[config.mk]
export PLATFORM = sky130hd
export DESIGN_NAME = scale_arb_mux
export DESIGN_NICKNAME = d
export VERILOG_FILES = /design/src/rtl/scale_arb_mux.sv
export SDC_FILE = /design/constraint.sdc
export NUM_CORES = 1
export LEC_CHECK = 0
export CORE_MARGIN = 3
export CORE_UTILIZATION = 41
export DETAILED_ROUTE_END_ITERATION = 8
export GPL_TIMING_DRIVEN = 0
export PLACE_DENSITY = 0.81
export SLEW_MARGIN = 20
export SYNTH_ARGS = -nofsm -noshare
export SYNTH_HDL_FRONTEND = slang
export SYNTH_SLANG_ARGS = --single-unit
[constraint.sdc]
create_clock -name clk -period 3.6 [get_ports clk]
set_input_delay 0.72 -clock clk [delete_from_list [all_inputs] [get_ports clk]]
set_output_delay 0.72 -clock clk [all_outputs]
set_load 0.02 [all_outputs]
[src/rtl/scale_arb_mux.sv]
// N-channel valid/ready arbiter-multiplexer with one registered output stage.
// Fixed-priority or round-robin winner selection; the RR pointer tracks every transfer.
module scale_arb_mux #(
  parameter  int WIDTH = 8,
  parameter  int N_CH  = 4,
  localparam int SEL_W = $clog2(N_CH)
) (
  input  logic                  clk,
  input  logic                  rst,
  input  logic                  mode_rr,
  input  logic [N_CH*WIDTH-1:0] in_data,
  input  logic [N_CH-1:0]       in_valid,
  output logic [N_CH-1:0]       in_ready,
  output logic [WIDTH-1:0]      out_data,
  output logic                  out_valid,
  input  logic                  out_ready,
  output logic [SEL_W-1:0]      out_sel
);

  localparam logic [SEL_W:0]   N_CH_EXT = (SEL_W + 1)'(N_CH);
  localparam logic [SEL_W-1:0] LAST_CH  = SEL_W'(N_CH - 1);

  logic [SEL_W-1:0] rr_ptr;
  logic [SEL_W-1:0] base;
  logic [SEL_W-1:0] win_sel;
  logic [SEL_W-1:0] next_ptr;
  logic [SEL_W:0]   cand_ext;
  logic [N_CH-1:0]  grant;
  logic [WIDTH-1:0] win_data;
  logic             found;
  logic             load;

  // Fixed priority is a round-robin search that always starts at channel 0.
  always_comb begin
    grant    = '0;
    win_sel  = '0;
    found    = 1'b0;
    cand_ext = '0;
    base     = mode_rr ? rr_ptr : '0;
    for (int k = 0; k < N_CH; k++) begin
      cand_ext = {1'b0, base} + k[SEL_W:0];
      if (cand_ext >= N_CH_EXT) cand_ext = cand_ext - N_CH_EXT;
      if (!found && in_valid[cand_ext[SEL_W-1:0]]) begin
        found   = 1'b1;
        win_sel = cand_ext[SEL_W-1:0];
      end
    end
    if (found) grant[win_sel] = 1'b1;
  end

  always_comb begin
    win_data = '0;
    for (int k = 0; k < N_CH; k++) begin
      if (grant[k]) win_data = in_data[k*WIDTH +: WIDTH];
    end
  end

  assign next_ptr = (win_sel == LAST_CH) ? '0 : win_sel + SEL_W'(1);
  assign load     = !out_valid || out_ready;
  assign in_ready = (load && !rst) ? grant : '0;

  // A pop and a fresh accept can share an edge, giving back-to-back words.
  always_ff @(posedge clk or posedge rst) begin
    if (rst) begin
      out_valid <= 1'b0;
      out_data  <= '0;
      out_sel   <= '0;
      rr_ptr    <= '0;
    end else if (load) begin
      out_valid <= found;
      if (found) begin
        out_data <= win_data;
        out_sel  <= win_sel;
        rr_ptr   <= next_ptr;
      end
    end
  end

endmodule

==> results.yml, run 1 <==
floorplanning:
  start_util_pct: 44.5
  core_um2: 2570
  ios: 55
  die_w_um: 58.8
  die_area_um2: 3460
  core.rowCount: 18
  die_h_um: 58.8
sta:
  finClkSkew_ps: 1.51
  hold_viol: 0
  setup_violations: 0
  fmax_mhz: 287
  tightest_slew_ps: 572
  rsz0062_at_grt: "no"
  post-route-period-util_pct: 96.7
  final.min_clock_period_ps: 3480
  relSlewSlack_pct: 61.8
  hold_ws_ps: 497
  drv_slew: 0
  worst_slack_ps: 119
route:
  wl_per_cell_um: 16.2
  drc: 0
  first_pass_iters: 4
  avgViaCountPerCell: 5.53
  vias: 1201
  ant_nets: 0
  drt_iter0_markers: 53
  wirelength_um: 3510
clock_tree:
  htree_levels: 1
  root_buffer: "clkbuf_4"
  numClockSinks: 13
  numCtsBuffers: 3
  cts.clk_slew.worst_paths_ps: 80
  cts_tree: "yes"
  clock_latency_ps: 280
  clk_path_buf_depth: 2
  ctsHoldBuffers: 0
synthesis:
  synth-async-reset-ratio_pct: 100
  yosys.cell_count.top_type: "dfrtp_1"
  synth.top_cell.area_share_pct: 28.5
  synth-seq-cells: 13
  synth_nets: 167
  synth_flop_cell: "dfrtp_1"
  yosysSeqAreaShare_pct: 28.5
  yosys-top-cells-area: "dfrtp_1, mux2_4, a221oi_1"
  synth-edff-count: 0
  yosysWarnings: 0
  synth_cell_types: 34
  syn_area_um2: 1140
  synth_common_cells: "dfrtp_1, nand2_1, nor2b_1, inv_1"
  syn_area_per_cell_um2: 9.29
  yosys.area.top_type: "dfrtp_1"
  synthCells: 123
min_path:
  hp-start: "out_sel[1]"
  whs_path_depth: 1
  min_to: "out_sel[1]"
  hp-class: "flip-flop to flip-flop"
critical_path:
  cp_slowest_cell: "clkdlybuf4s50_1"
  path_common_cell: "buf_6"
  r2r-start: "rr_ptr[1]"
  r2r.worst_path.cells: 13
  crit_start: "mode_rr"
  rrSetupSlack_ps: 620
  r2r_end: "out_data[5]"
  critPathMaxFanout: 10
  crit_type: "input port to output port"
  startpoint_type: "input port"
  worstPathArrival_ps: 2760
  cp.required_ps: 2880
  worst_path_largest_cell_delay_ps: 500
  critPathCaptureType: "output port"
  crit_chain: "clkdlybuf4s50_1 -> buf_6 -> nand2_2 -> nand3b_1 -> o211ai_1 -> o31a_1 -> inv_2 -> ha_4 -> buf_6 -> and3_1 -> buf_4"
grt:
  grt_overflow: 0
  antenna_found_initial: 0
  grt_pass1_vias: 1228
  grt_use_total_pct: 21.7
  grt_max_degree: 18
  grt_pass1_wl_um: 5620
cells_and_area:
  drive_above_1_share_pct: 19.8
  syn2layout_area_growth_pct: 61.7
  stdcell_count: 217
  final_core_util_pct: 71.9
  final_nets: 232
  n_antenna_cell: 0
job:
  drv_cap: 0
place:
  routabilityCongestion: 0.919
  dp_slack_ps: -1060
  dp_hpwl_um: 2520
  port_buffers: 52
  place_inst: 205
power:
  p_total_mw: 1.20
  power-per-cell-area_nw_per_um2: 647
  cellLeakagePower_nw: 0.777
  ir_drop_uv: 437
run_status:
  outcome: "finished, final reports clean"
==> layer usage <==
metal	wire, µm	vias to the layer above	global-route usage, %
met1	1410	567	25.2
met5	0	-	0
met3	257	6	6.80
li1	-	582	-
met4	48	0	7.12
met2	1790	46	37.5
==> metrics by stage <==
step	TNS, ps	instance area (µm²)
6_report	0	1850
2_1_floorplan	0	1140
3_5_place_dp	-4790	1700
4_1_cts	0	1820
5_1_grt	0	1850
3_3_place_gp	-4010	1700
==> sequential cells by signal, indices dropped and copies added (netlist names) <==
signal and flops:
out_data 8, out_sel 2, rr_ptr 2, out_valid 1
==> cells in the final DEF (no fill, tap or decap), types with 2 or more instances in the layout <==
master           instances
ha_4                     3
inv_1                    8
nor4bb_1                 2
nand2b_1                 3
clkbuf_4                 4
mux2_1                   6
clkbuf_1                 4
dfrtp_1                 13
buf_4                   11
clkbuf_2                 2
buf_2                    2
nor2b_1                 10
and3_1                   4
o31ai_1                  8
mux2_4                   5
a221oi_1                 8
mux2i_1                  3
buf_6                    4
nand3b_1                 2
o21ai_0                  2
nand3_1                  2
dlygate4sd2_1            2
clkdlybuf4s50_1         46
o22ai_1                  3
nand2_1                  9
a21oi_1                  4
==> worst max path at each step <==
stage,end,slack [ps],cells past startpoint
floorplan,in_ready[3],310,9
global placement,in_ready[3],-980,12
detailed placement,in_ready[3],-1060,12
CTS,in_ready[2],10,9
global route,in_ready[3],10,11
finish,in_ready[3],120,11
==> cell families after synthesis <==
| logic type | Yosys count | share of synthesized area [%] |
|---|---|---|
| buffers and inverters | 20 | 8.11 |
| and+or+nand+nor | 36 | 19.5 |
| AOI/OAI and AO/OA | 36 | 24.4 |
| muxes | 14 | 15.1 |
| DFF | 13 | 28.5 |
| adders and majority gates | 4 | 4.38 |
==> worst max-delay path, delay by kind of cell <==
family,cells,cell delay (ps)
buffers and inverters,5,1050
AOI/OAI and AO/OA,2,500
and+or+nand+nor,3,330
adders and majority gates,1,150
==> area by class of cell <==
class	count	area, µm²
Sequential cell	13	325
Tap cell	30	37.5
Timing Repair Buffer	62	576
Buffer	9	68.8
Inverter	9	33.8
Fill cell	208	721
Clock buffer	4	26.3
Multi-Input combinational cell	90	779
==> power by group <==
| part | switching, mW | leakage (nW) | internal [mW] | total (mW) |
|---|---|---|---|---|
| logic | 0.404 | 0.606 | 0.440 | 0.844 |
| clock network | 0.0481 | 0.0150 | 0.0430 | 0.0911 |
| registers | 0.0463 | 0.156 | 0.214 | 0.260 |
| total | 0.498 | 0.777 | 0.697 | 1.20 |
==> timing repair <==
action                                  4_1_cts  5_1_grt
endpoints found under the hold margin         0        0
pin swaps                                     3        3
endpoints found under the setup margin        4        4
gates resized for setup                      25       10
setup buffers                                 6        4
Power figures use the tool's default switching activity.
==> inputs of run 2 (changes only) <==
--- a/config.mk
+++ b/config.mk
@@ -6,10 +6,9 @@
 export NUM_CORES = 1
 export LEC_CHECK = 0
 export CORE_MARGIN = 3
-export CORE_UTILIZATION = 41
+export CORE_UTILIZATION = 23
 export DETAILED_ROUTE_END_ITERATION = 8
 export GPL_TIMING_DRIVEN = 0
-export PLACE_DENSITY = 0.81
 export SLEW_MARGIN = 20
 export SYNTH_ARGS = -nofsm -noshare
 export SYNTH_HDL_FRONTEND = slang
==> results.yml, run 2 (same netlist as run 1, synthesis figures left out) <==
critical_path:
  worst_path_largest_cell_delay_ps: 500
  critPathMaxFanout: 10
  rrSetupSlack_ps: 650
  path_common_cell: "buf_4"
  crit_buf_inv: 5
  startpoint_type: "input port"
  crit_chain: "clkdlybuf4s50_1 -> buf_6 -> nand2_4 -> nand3b_1 -> o211ai_1 -> o31a_1 -> buf_4 -> buf_4 -> ha_1 -> and3_1 -> clkbuf_2"
  cp.required_ps: 2880
  worstPathArrival_ps: 2800
  crit_type: "input port to output port"
  cp_slowest_cell: "clkdlybuf4s50_1"
  critPathTopFamily: "buffers and inverters"
  critPathCaptureType: "output port"
route:
  vias: 1163
  wl_per_cell_um: 14.5
  ant_nets: 0
  drt_iter0_markers: 97
  avgViaCountPerCell: 4.65
  first_pass_iters: 4
  wirelength_um: 3640
  drc: 0
sta:
  drv_slew: 0
  finalSetupTns_ps: 0
  post-route-period-util_pct: 97.7
  fmax_mhz: 284
  setup_violations: 0
  final.min_clock_period_ps: 3520
  finClkSkew_ps: 0.299
  worst_slack_ps: 83.2
  hold_viol: 0
  tightest_slew_ps: 631
  relSlewSlack_pct: 57.9
floorplanning:
  die_h_um: 76.5
  die_w_um: 76.5
  start_util_pct: 24.0
  ios: 55
  core_um2: 4750
  die_area_um2: 5850
  core.rowCount: 25
clock_tree:
  root_buffer: "clkbuf_8"
  clk_path_buf_depth: 2
  htree_levels: 1
  cts_tree: "yes"
  clock_latency_ps: 240
  cts.clk_slew.worst_paths_ps: 60
  numCtsBuffers: 3
  numClockSinks: 13
  ctsHoldBuffers: 0
cells_and_area:
  reg.largest.list: "out_data: 8 flops, out_sel: 2 flops, rr_ptr: 2 flops"
  top_register: "out_data"
  final_nets: 228
  syn2layout_area_growth_pct: 65.8
  n_antenna_cell: 0
  final_cell_mix: "clkdlybuf4s50_1, dfrtp_1, nor2b_1"
  stdcell_count: 250
  largest_reg_flops: 8
  drive_above_1_share_pct: 19.1
  final_common_cell: "clkdlybuf4s50_1"
  fillers: 498
grt:
  grt_overflow: 0
  grt_max_degree: 18
  grt_pass1_wl_um: 6050
  grt_pass1_vias: 1182
  grt_use_total_pct: 12.5
  antenna_found_initial: 0
run_status:
  outcome: "finished, final reports clean"
place:
  routabilityCongestion: 0.839
  dp_slack_ps: -1170
  port_buffers: 52
  dp_hpwl_um: 2550
  place_inst: 242
power:
  cellLeakagePower_nw: 0.782
  ir_drop_uv: 354
  power-per-cell-area_nw_per_um2: 644
  p_total_mw: 1.22
min_path:
  hp-class: "flip-flop to flip-flop"
job:
  drv_cap: 0
run 2: changes by cell type in the layout (fill, tap and decap cells not counted), sizes merged:
cell / delta
buf: -3
clkbuf: -1
run 2: worst paths after layout:
path,start,to,depth (start not counted)
max,mode_rr,in_ready[0],11
min,out_data[5],out_data[5],1
max reg2reg,rr_ptr[1],out_data[6],13
min reg2reg,out_data[5],out_data[5],1
max in group asynchronous,rst,out_data[1],2
min in group asynchronous,rst,out_data[4],2
run 2: per-layer routing:
layer / up-vias / share of wire [%] / GRT usage (%) / routed length [µm]
met5: - / 0 / 0 / 0
met3: 2 / 3.4 / 2.13 / 124
met4: 0 / 0.74 / 2.72 / 27
li1: 575 / - / - / -
met2: 28 / 48 / 19.9 / 1730
met1: 558 / 48 / 17.7 / 1750
run 2: through the flow:
stage	hold slack [ps]	instance area (µm²)	utilization, %
6_report	491	1890	39.8
5_1_grt	521	1890	39.8
4_1_cts	503	1880	39.6
3_5_place_dp	484	1750	36.7
3_3_place_gp	484	1750	36.7
2_1_floorplan	605	1140	-
run 2: report_power, final:
| group | internal, mW | leakage (nW) | switching (mW) |
|---|---|---|---|
| clock network | 0.0782 | 0.0228 | 0.0551 |
| registers | 0.214 | 0.156 | 0.0462 |
| logic | 0.431 | 0.603 | 0.395 |
| total | 0.723 | 0.782 | 0.496 |
run 2: cell type report:
| type | count | area [µm²] | share of cell area, % |
|---|---|---|---|
| multi-input cells | 90 | 795 | 41.9 |
| repair buffers | 58 | 543 | 28.7 |
| flip-flops and latches | 13 | 325 | 17.2 |
| well taps | 67 | 83.8 | 4.43 |
| plain buffers | 9 | 68.8 | 3.63 |
| clock buffers | 4 | 45.0 | 2.38 |
| inverters | 9 | 33.8 | 1.78 |
run 2: repair_timing:
item	4_1_cts	5_1_grt
endpoints found under the setup margin	12	4
resized for setup	26	12
buffers inserted	5	1
gates cloned	0	0
pin swaps	4	3
